`src/rtl/mem_arbiter.sv`:
```
// Two-port arbiter sharing one single-ported, fixed-latency memory between
// instruction fetch (read-only) and data access (read/write). Ties are broken
// by alternating grants; busy flags every non-idle cycle so the CPU can stall.
module mem_arbiter #(
  parameter int ADDR_W  = 16,
  parameter int DATA_W  = 16,
  parameter int MEM_LAT = 4
) (
  input  logic              clk,
  input  logic              rst_n,
  input  logic              i_req,
  input  logic [ADDR_W-1:0] i_addr,
  output logic [DATA_W-1:0] i_rdata,
  output logic              i_done,
  input  logic              d_req,
  input  logic              d_wr,
  input  logic [ADDR_W-1:0] d_addr,
  input  logic [DATA_W-1:0] d_wdata,
  output logic [DATA_W-1:0] d_rdata,
  output logic              d_done,
  output logic              mem_enable,
  output logic              mem_wr,
  output logic [ADDR_W-1:0] mem_addr,
  output logic [DATA_W-1:0] mem_data_in,
  input  logic [DATA_W-1:0] mem_data_out,
  output logic              busy
);

  localparam int CW = $clog2(MEM_LAT + 1);
  localparam logic [CW-1:0] CNT_TOP = CW'(MEM_LAT - 1);

  typedef enum logic [1:0] {IDLE, ACCESS, RESP} state_t;

  state_t            state, state_nx;
  logic [CW-1:0]     cnt;
  logic              sel_d;    // granted port: 1 = data, 0 = fetch
  logic              last_d;   // last granted port: 1 = data, 0 = fetch
  logic              wr_q;
  logic [ADDR_W-1:0] addr_q;
  logic [DATA_W-1:0] wdata_q;
  logic              grant;
  logic              grant_d;

  // Arbitration and next-state: data wins a tie unless it was served last
  always_comb begin
    grant    = i_req | d_req;
    grant_d  = d_req & (~i_req | ~last_d);
    state_nx = state;
    case (state)
      IDLE:    if (grant) state_nx = ACCESS;
      ACCESS:  if (cnt == '0) state_nx = RESP;
      RESP:    state_nx = IDLE;
      default: state_nx = IDLE;
    endcase
  end

  // State register
  always_ff @(posedge clk or negedge rst_n) begin
    if (!rst_n) state <= IDLE;
    else        state <= state_nx;
  end

  // Request latch, access counter and per-port read data capture
  always_ff @(posedge clk or negedge rst_n) begin
    if (!rst_n) begin
      cnt     <= '0;
      sel_d   <= 1'b0;
      last_d  <= 1'b0;
      wr_q    <= 1'b0;
      addr_q  <= '0;
      wdata_q <= '0;
      i_rdata <= '0;
      d_rdata <= '0;
    end else begin
      case (state)
        IDLE: begin
          if (grant) begin
            sel_d   <= grant_d;
            last_d  <= grant_d;
            addr_q  <= grant_d ? d_addr : i_addr;
            wr_q    <= grant_d & d_wr;
            wdata_q <= grant_d ? d_wdata : '0;
            cnt     <= CNT_TOP;
          end
        end
        ACCESS: begin
          if (cnt != '0) begin
            cnt <= cnt - 1'b1;
          end else if (!wr_q) begin
            if (sel_d) d_rdata <= mem_data_out;
            else       i_rdata <= mem_data_out;
          end
        end
        default: ;
      endcase
    end
  end

  // Memory controls and completion pulses decoded from state
  always_comb begin
    mem_enable  = (state == ACCESS);
    mem_wr      = mem_enable & wr_q & (cnt == CNT_TOP);
    mem_addr    = mem_enable ? addr_q  : '0;
    mem_data_in = mem_enable ? wdata_q : '0;
    i_done      = (state == RESP) & ~sel_d;
    d_done      = (state == RESP) &  sel_d;
    busy        = (state != IDLE);
  end

endmodule

```
`config.mk`:
```
export PLATFORM = sky130hd
export DESIGN_NAME = mem_arbiter
export DESIGN_NICKNAME = d
export VERILOG_FILES = /design/src/rtl/mem_arbiter.sv
export SDC_FILE = /design/constraint.sdc
export NUM_CORES = 1
export LEC_CHECK = 0
export ABC_AREA = 1
export ABC_CLOCK_PERIOD_IN_PS = 1800
export BUFFER_PORTS_ARGS = -buffer_cell sky130_fd_sc_hd__buf_2
export CAP_MARGIN = 5
export CORE_ASPECT_RATIO = 0.8
export CORE_MARGIN = 2
export CORE_UTILIZATION = 49
export DETAILED_ROUTE_END_ITERATION = 7
export HOLD_SLACK_MARGIN = 0.02
export PLACE_DENSITY = 0.81
export SLEW_MARGIN = 5
export SYNTH_ARGS = -nofsm -noshare
export SYNTH_HDL_FRONTEND = slang
export SYNTH_SLANG_ARGS = --single-unit
```
`constraint.sdc`:
```
create_clock -name clk -period 1.8 [get_ports clk]
set_input_delay 0.09 -clock clk [delete_from_list [all_inputs] [get_ports clk]]
set_output_delay 0.09 -clock clk [all_outputs]
set_load 0.005 [all_outputs]
```
=== Word level (Yosys, flattened, before mapping) ===
Index checks and enable logic that the tools add are counted.
W data, S select, Z words.

* Add/subtract/negate cells: 1
* $mul: 0
* Divide/modulo/power cells: 0
* Order comparisons: 0
* Eq/ne operators: 6
* Shift operators: 0
* Mux-type cells: 10
* Bitwise operators: 12
* Reductions and logical operators: 10

{| class="wikitable"
|+ Operator list
! kind !! count
|-
| $mux W16 || 4
|-
| $reduce_and A4 Y1 || 2
|-
| $and A1 B1 Y1 || 6
|-
| $mux W3 || 2
|-
| $pmux W3 S2 || 1
|-
| $mux W2 || 2
|-
| $ne A2 B1 Y1 const B || 2
|-
| $not A1 Y1 || 4
|-
| $pmux W2 S2 || 1
|-
| $reduce_and A2 Y1 || 2
|-
| $reduce_bool A2 Y1 || 2
|-
| $eq A3 B2 Y1 const B || 1
|-
| $logic_not A3 Y1 || 1
|-
| $reduce_and A3 Y1 || 1
|-
| $reduce_bool A3 Y1 || 1
|-
| $sub A3 B1 Y3 const B || 1
|-
| $eq A2 B1 Y1 const B || 1
|-
| $eq A2 B2 Y1 const B || 1
|-
| $logic_not A2 Y1 || 1
|-
| $ne A2 B2 Y1 const B || 1
|-
| $or A1 B1 Y1 || 2
|}

* Register bits after elaboration: 71
* Latch bits: 0
* RAM bits: 0
* ROM bits: 0
* Input bits: 69
* Output and inout port bits: 69
* Logic and storage cells: 47
* Memories kept: 0

=== Longest topological paths before layout ===
* Depth in word-level cells: 4
* Gate-level depth with buffers: 8
* Gate-level depth less buffers: 7

=== Worst setup path before layout ===
OpenSTA, ideal clock, no wires.

* Path type: register to register
* Start: register cnt[0]
* End: register i_rdata[0]
* Library setup time: 116 ps
* Arrival: 1,197 ps
* Data required time: 1,684 ps
* Slack: 487 ps
* Cell stages (with the launch flop): 9
* Buffers on the path: 1
* Clock period less this slack: 1,313 ps
* Path through: dfrtp_1 -> inv_1 -> ha_1 -> inv_1 -> nor2_2 -> nand3_4 -> buf_6 -> nand2_1 -> nand2_1

* Word-level cells in the longest chain between the ends: 3

{| class="wikitable"
|+ RTL lines
! item !! RTL line !! RTL
|-
| start: declaration || 35 || <nowiki>logic [CW-1:0] cnt;</nowiki>
|-
| start signal: assignment || 88 || <nowiki>cnt <= cnt - 1'b1;</nowiki>
|-
| $reduce_bool A3 Y1 || 87 || <nowiki>if (cnt != '0) begin</nowiki>
|-
| $not A1 Y1 (no line) || n/a ||
|-
| $reduce_and A4 Y1 (no line) || n/a ||
|-
| end signal: assignment || 91 || <nowiki>else i_rdata <= mem_data_out;</nowiki>
|-
| end: declaration || 13 || <nowiki>output logic [DATA_W-1:0] i_rdata,</nowiki>
|}

No other way between the ends.
A chain may end at the register's enable or synchronous reset.

=== Worst setup path in the final report ===
* Start: register state[1]
* End: output port mem_data_in[15]

* Word-level cells in the longest chain between the ends: 2

{| class="wikitable"
|+ RTL lines
! item !! RTL line !! RTL
|-
| start: declaration || 34 || <nowiki>state_t state, state_nx;</nowiki>
|-
| start signal: assignment || 60 || <nowiki>else state <= state_nx;</nowiki>
|-
| $eq A2 B1 Y1 || 101 || <nowiki>mem_enable = (state == ACCESS);</nowiki>
|-
| $mux W16 || 104 || <nowiki>mem_data_in = mem_enable ? wdata_q : '0;</nowiki>
|-
| end: declaration || 24 || <nowiki>output logic [DATA_W-1:0] mem_data_in,</nowiki>
|}

No other way between the ends.

==> impl_summary.txt <==
----------------------------------------------------
[Die]
  Horizontal die dimension ... 99.6 um
  Standard cell core area ... 6990 sq um
  Initial core utilization ... 51.2%
  I/O pins ... 138
  Number of cell rows ... 27
  Floorplan die area ... 8010 sq um
  Die height ... 80.5 um

[GRT]
  Combined global-route utilization of all metal layers ... 24.7%
  Antenna violations before repair ... 0
  Number of global-route vias before repair ... 3483
  Wire length of the first global-routing pass ... 15600 um
  Largest net degree at the start of global routing ... 72
  Leftover overflow at the end of global routing ... 0

[Critical path]
  Max incr delay on CP ... 0.51 ns
  Required time at the endpoint of the critical path ... 1.71 ns
  Startpoint Class ... flop
  Cells along the critical path ... inv_2 -> nand2_4 -> buf_6 -> nor2_1 -> buf_2
  Worst-path maximum fanout ... 33
  Critical Path End Type ... output port
  Arrival time at the worst endpoint ... 1.62 ns
  Start-to-end type of the worst setup path ... flop to output port
  Cell with the biggest individual delay on the critical path ... dfrtp_1

[Final layout]
  Share of post-route cells with drive strength above 1 ... 28.1%
  Cell area after layout ... 4840 sq um
  Synth-to-Final Area Change ... 35.2%
  Fin nets ... 707
  Antenna diodes ... 0

[Clocking]
  H-Tree Level Count ... 3
  Worst-Skew Late Latency ... 0.34 ns
  Sinks on the clock net ... 71
  Max Buffers Root-to-Sink ... 2
  Cell at the root of the clock tree ... clkbuf_8
  TritonCTS clock tree ... yes
  Clock-pin slew on the worst setup and hold paths ... 0.08 ns
  Number of setup buffers added after CTS ... 0
  Number of CTS-inserted buffers ... 9

[Timing]
  Fin worst setup slack ... 0.0944 ns
  Worst Tran Pin Value ... 0.408 ns
  Number of hold violations in the final report ... 0
  Post-route worst hold slack ... 0.0474 ns
  Tightest slew margin relative to the limit ... 72.8%
  Share of the clock period used by the worst path after layout ... 94.8%
  Unrepaired setup endpoints after global routing ... no
  Setup Viol. Count Final ... 0
  Post-route setup TNS ... 0 ns
  Total count of max-transition violations in the final report ... 0
  Layout Skew ... 0.00938 ns
  Highest attainable clock frequency ... 0.586 GHz
  Final min period ... 1.71 ns

[Yosys]
  Cells taking the most area after synthesis ... dfrtp_1 50%, nand2_1 17%, nand3_1 12%
  Synthesis-stage register bit count ... 71
  Register area share after synthesis ... 49.6%
  Cell taking the most area after synthesis ... dfrtp_1
  Async set or reset register ratio after synthesis ... 100%
  EDFF count, synth ... 0
  Syn. warnings ... 0
  Syn_nets ... 538
  Commonest register cell after synthesis ... dfrtp_1
  Share of Yosys cell area claimed by the top area cell type ... 49.6%
  Most numerous cell in the Yosys netlist ... nand2_1
  Post-synthesis instance total ... 466
  Cell Area, Synth ... 3580 sq um
  Unique cell type count in the Yosys netlist ... 22
  Commonest cells post-synth ... 158 x nand2_1, 85 x nand3_1, 71 x dfrtp_1
  Average footprint of a synthesized cell ... 7.68 sq um

[Routing]
  Vias/cell ... 4.81
  Residual DRC count ... 0
  Pre-antenna DRT Iters ... 4
  Routed WL per cell ... 12.8 um
  Detailed Route WL ... 9330 um
  Total via count in the routed design ... 3496
  Antenna viol nets, final ... 0
  First-iteration detailed-routing DRC count ... 155

[Power]
  Switching power as a share of total power ... 42.4%
  Ratio of total power to cell area ... 1610 nW/um^2
  Clock network power share ... 16.3%
  Combinational share of power ... 46.3%
  Internal power contribution ... 0.00448 W
  Sequential power share ... 37.4%
  Peak supply drop ... 635 uV
  Net load switching power ... 0.00330 W
  Leakage power of the design ... 2.86 nW

[Worst hold path]
  Path type of the worst min-delay path ... input pin to flop

[Placement]
  Buffers added on ports ... 137
  Half-perimeter wire length after placement ... 6300 um
  Routability cong. ... 0.837
  Placed cell areas ... 4300 sq um
  Worst slack at placement ... 0.304 ns

[Run]
  Count of maximum capacitance violations ... 0

[Run status]
  Run status ... completed

----------------------------------------------------
[cell type report]
class                           instances  area (sq um)
Clock inverter                          7          72.6
Inverter                               75           284
Multi-Input combinational cell        299          1370
Sequential cell                        71          1780
Fill cell                             550          2150
Timing Repair Buffer                  179          1100
Tap cell                               87           109
Clock buffer                            9           124
[metal layers]
metal | GRT usage, % | routed length [um] | up-vias
met5 | 0 | 0 | -
met4 | 7.53 | 128 | 0
met2 | 43.2 | 4780 | 102
li1 | - | - | 1747
met3 | 5.22 | 397 | 10
met1 | 31.0 | 4030 | 1637
[what timing repair did]
action | CTS | global route
setup endpoints to repair | 0 | 33
resized for setup | 0 | 1
endpoints found under the hold margin | 120 | 0
hold buffers | 34 | 0
[critical path, delay by kind of cell, from the launching register on]
kind,cells,cell delay [ns]
flops,1,0.51
buf+inv,3,0.53
simple gates,2,0.22
[kinds of logic (layout without fill, tap and decap cells)]
kind of cell	count (synthesis)	in the layout	synth area share [%]
AOI/OAI and AO/OA	1	1	0.140
xor gates and xnor gates	1	1	0.245
adders and majority gates	3	3	1.05
buffers and inverters	96	270	12.1
DFF	71	71	49.6
and+or+nand+nor	294	294	36.9
[flip-flops by register name, indices dropped and copies added (netlist names)]
| register | cells |
|---|---|
| cnt | 3 |
| wdata_q | 16 |
| i_rdata | 16 |
| last_d | 1 |
| d_rdata | 16 |
| addr_q | 16 |
| wr_q | 1 |
| state | 2 |
[power by group through the flow]
stage	clock, W	combinational [W]	sequential, W
3_3_place_gp	0	0.00341	0.00290
6_report	0.00127	0.00360	0.00291
3_5_place_dp	0	0.00353	0.00292
5_1_grt	0.00136	0.00410	0.00301
4_1_cts	0.00129	0.00359	0.00291
2_1_floorplan	0	0.00223	0.00288
[per-stage QoR]
step / std cells / utilization [%] / power, W
finish: 727 / 69.2 / 0.00778
global route: 727 / 69.2 / 0.00848
CTS: 727 / 69.2 / 0.00779
detailed placement: 677 / 61.5 / 0.00645
global placement: 677 / 61.5 / 0.00631
floorplan: 466 / - / 0.00512
[layout by cell type, fill, tap and decap left out]
cell type and n:
clkinv_1 1, o21ai_1 1, nor3_1 2, buf_2 137
buf_6 1, inv_1 70, nor2_8 2, buf_4 6
buf_12 1, inv_2 3, clkbuf_8 9, dfrtp_1 71
nand3_1 85, nor2_2 2, nand3_4 2, dlygate4sd3_1 34
xor2_1 1, inv_6 1, nand2_2 5, ha_1 3
bufinv_16 1, nor2_4 3, nand2_4 1, clkinvlp_4 2
inv_4 1, clkinv_2 2, nor2_1 34, nand2_1 158
clkinv_4 1
[final timing paths]
path / slack (ns) / end / startpoint / cells past startpoint
max: 0.09 / mem_data_in[15] / state[1]$_DFFE_PN0P_ / 5
min: 0.05 / addr_q[2]$_DFFE_PN0P_ / i_addr[2] / 5
max reg2reg: 0.28 / i_rdata[6]$_DFFE_PN0P_ / cnt[0]$_DFFE_PN0P_ / 6
min reg2reg: 0.47 / d_rdata[1]$_DFFE_PN0P_ / d_rdata[1]$_DFFE_PN0P_ / 2
max in group asynchronous: 1.18 / wr_q$_DFFE_PN0P_ / rst_n / 3
min in group asynchronous: 0.29 / addr_q[0]$_DFFE_PN0P_ / rst_n / 3
No activity file was read; power rests on OpenSTA's default activity.
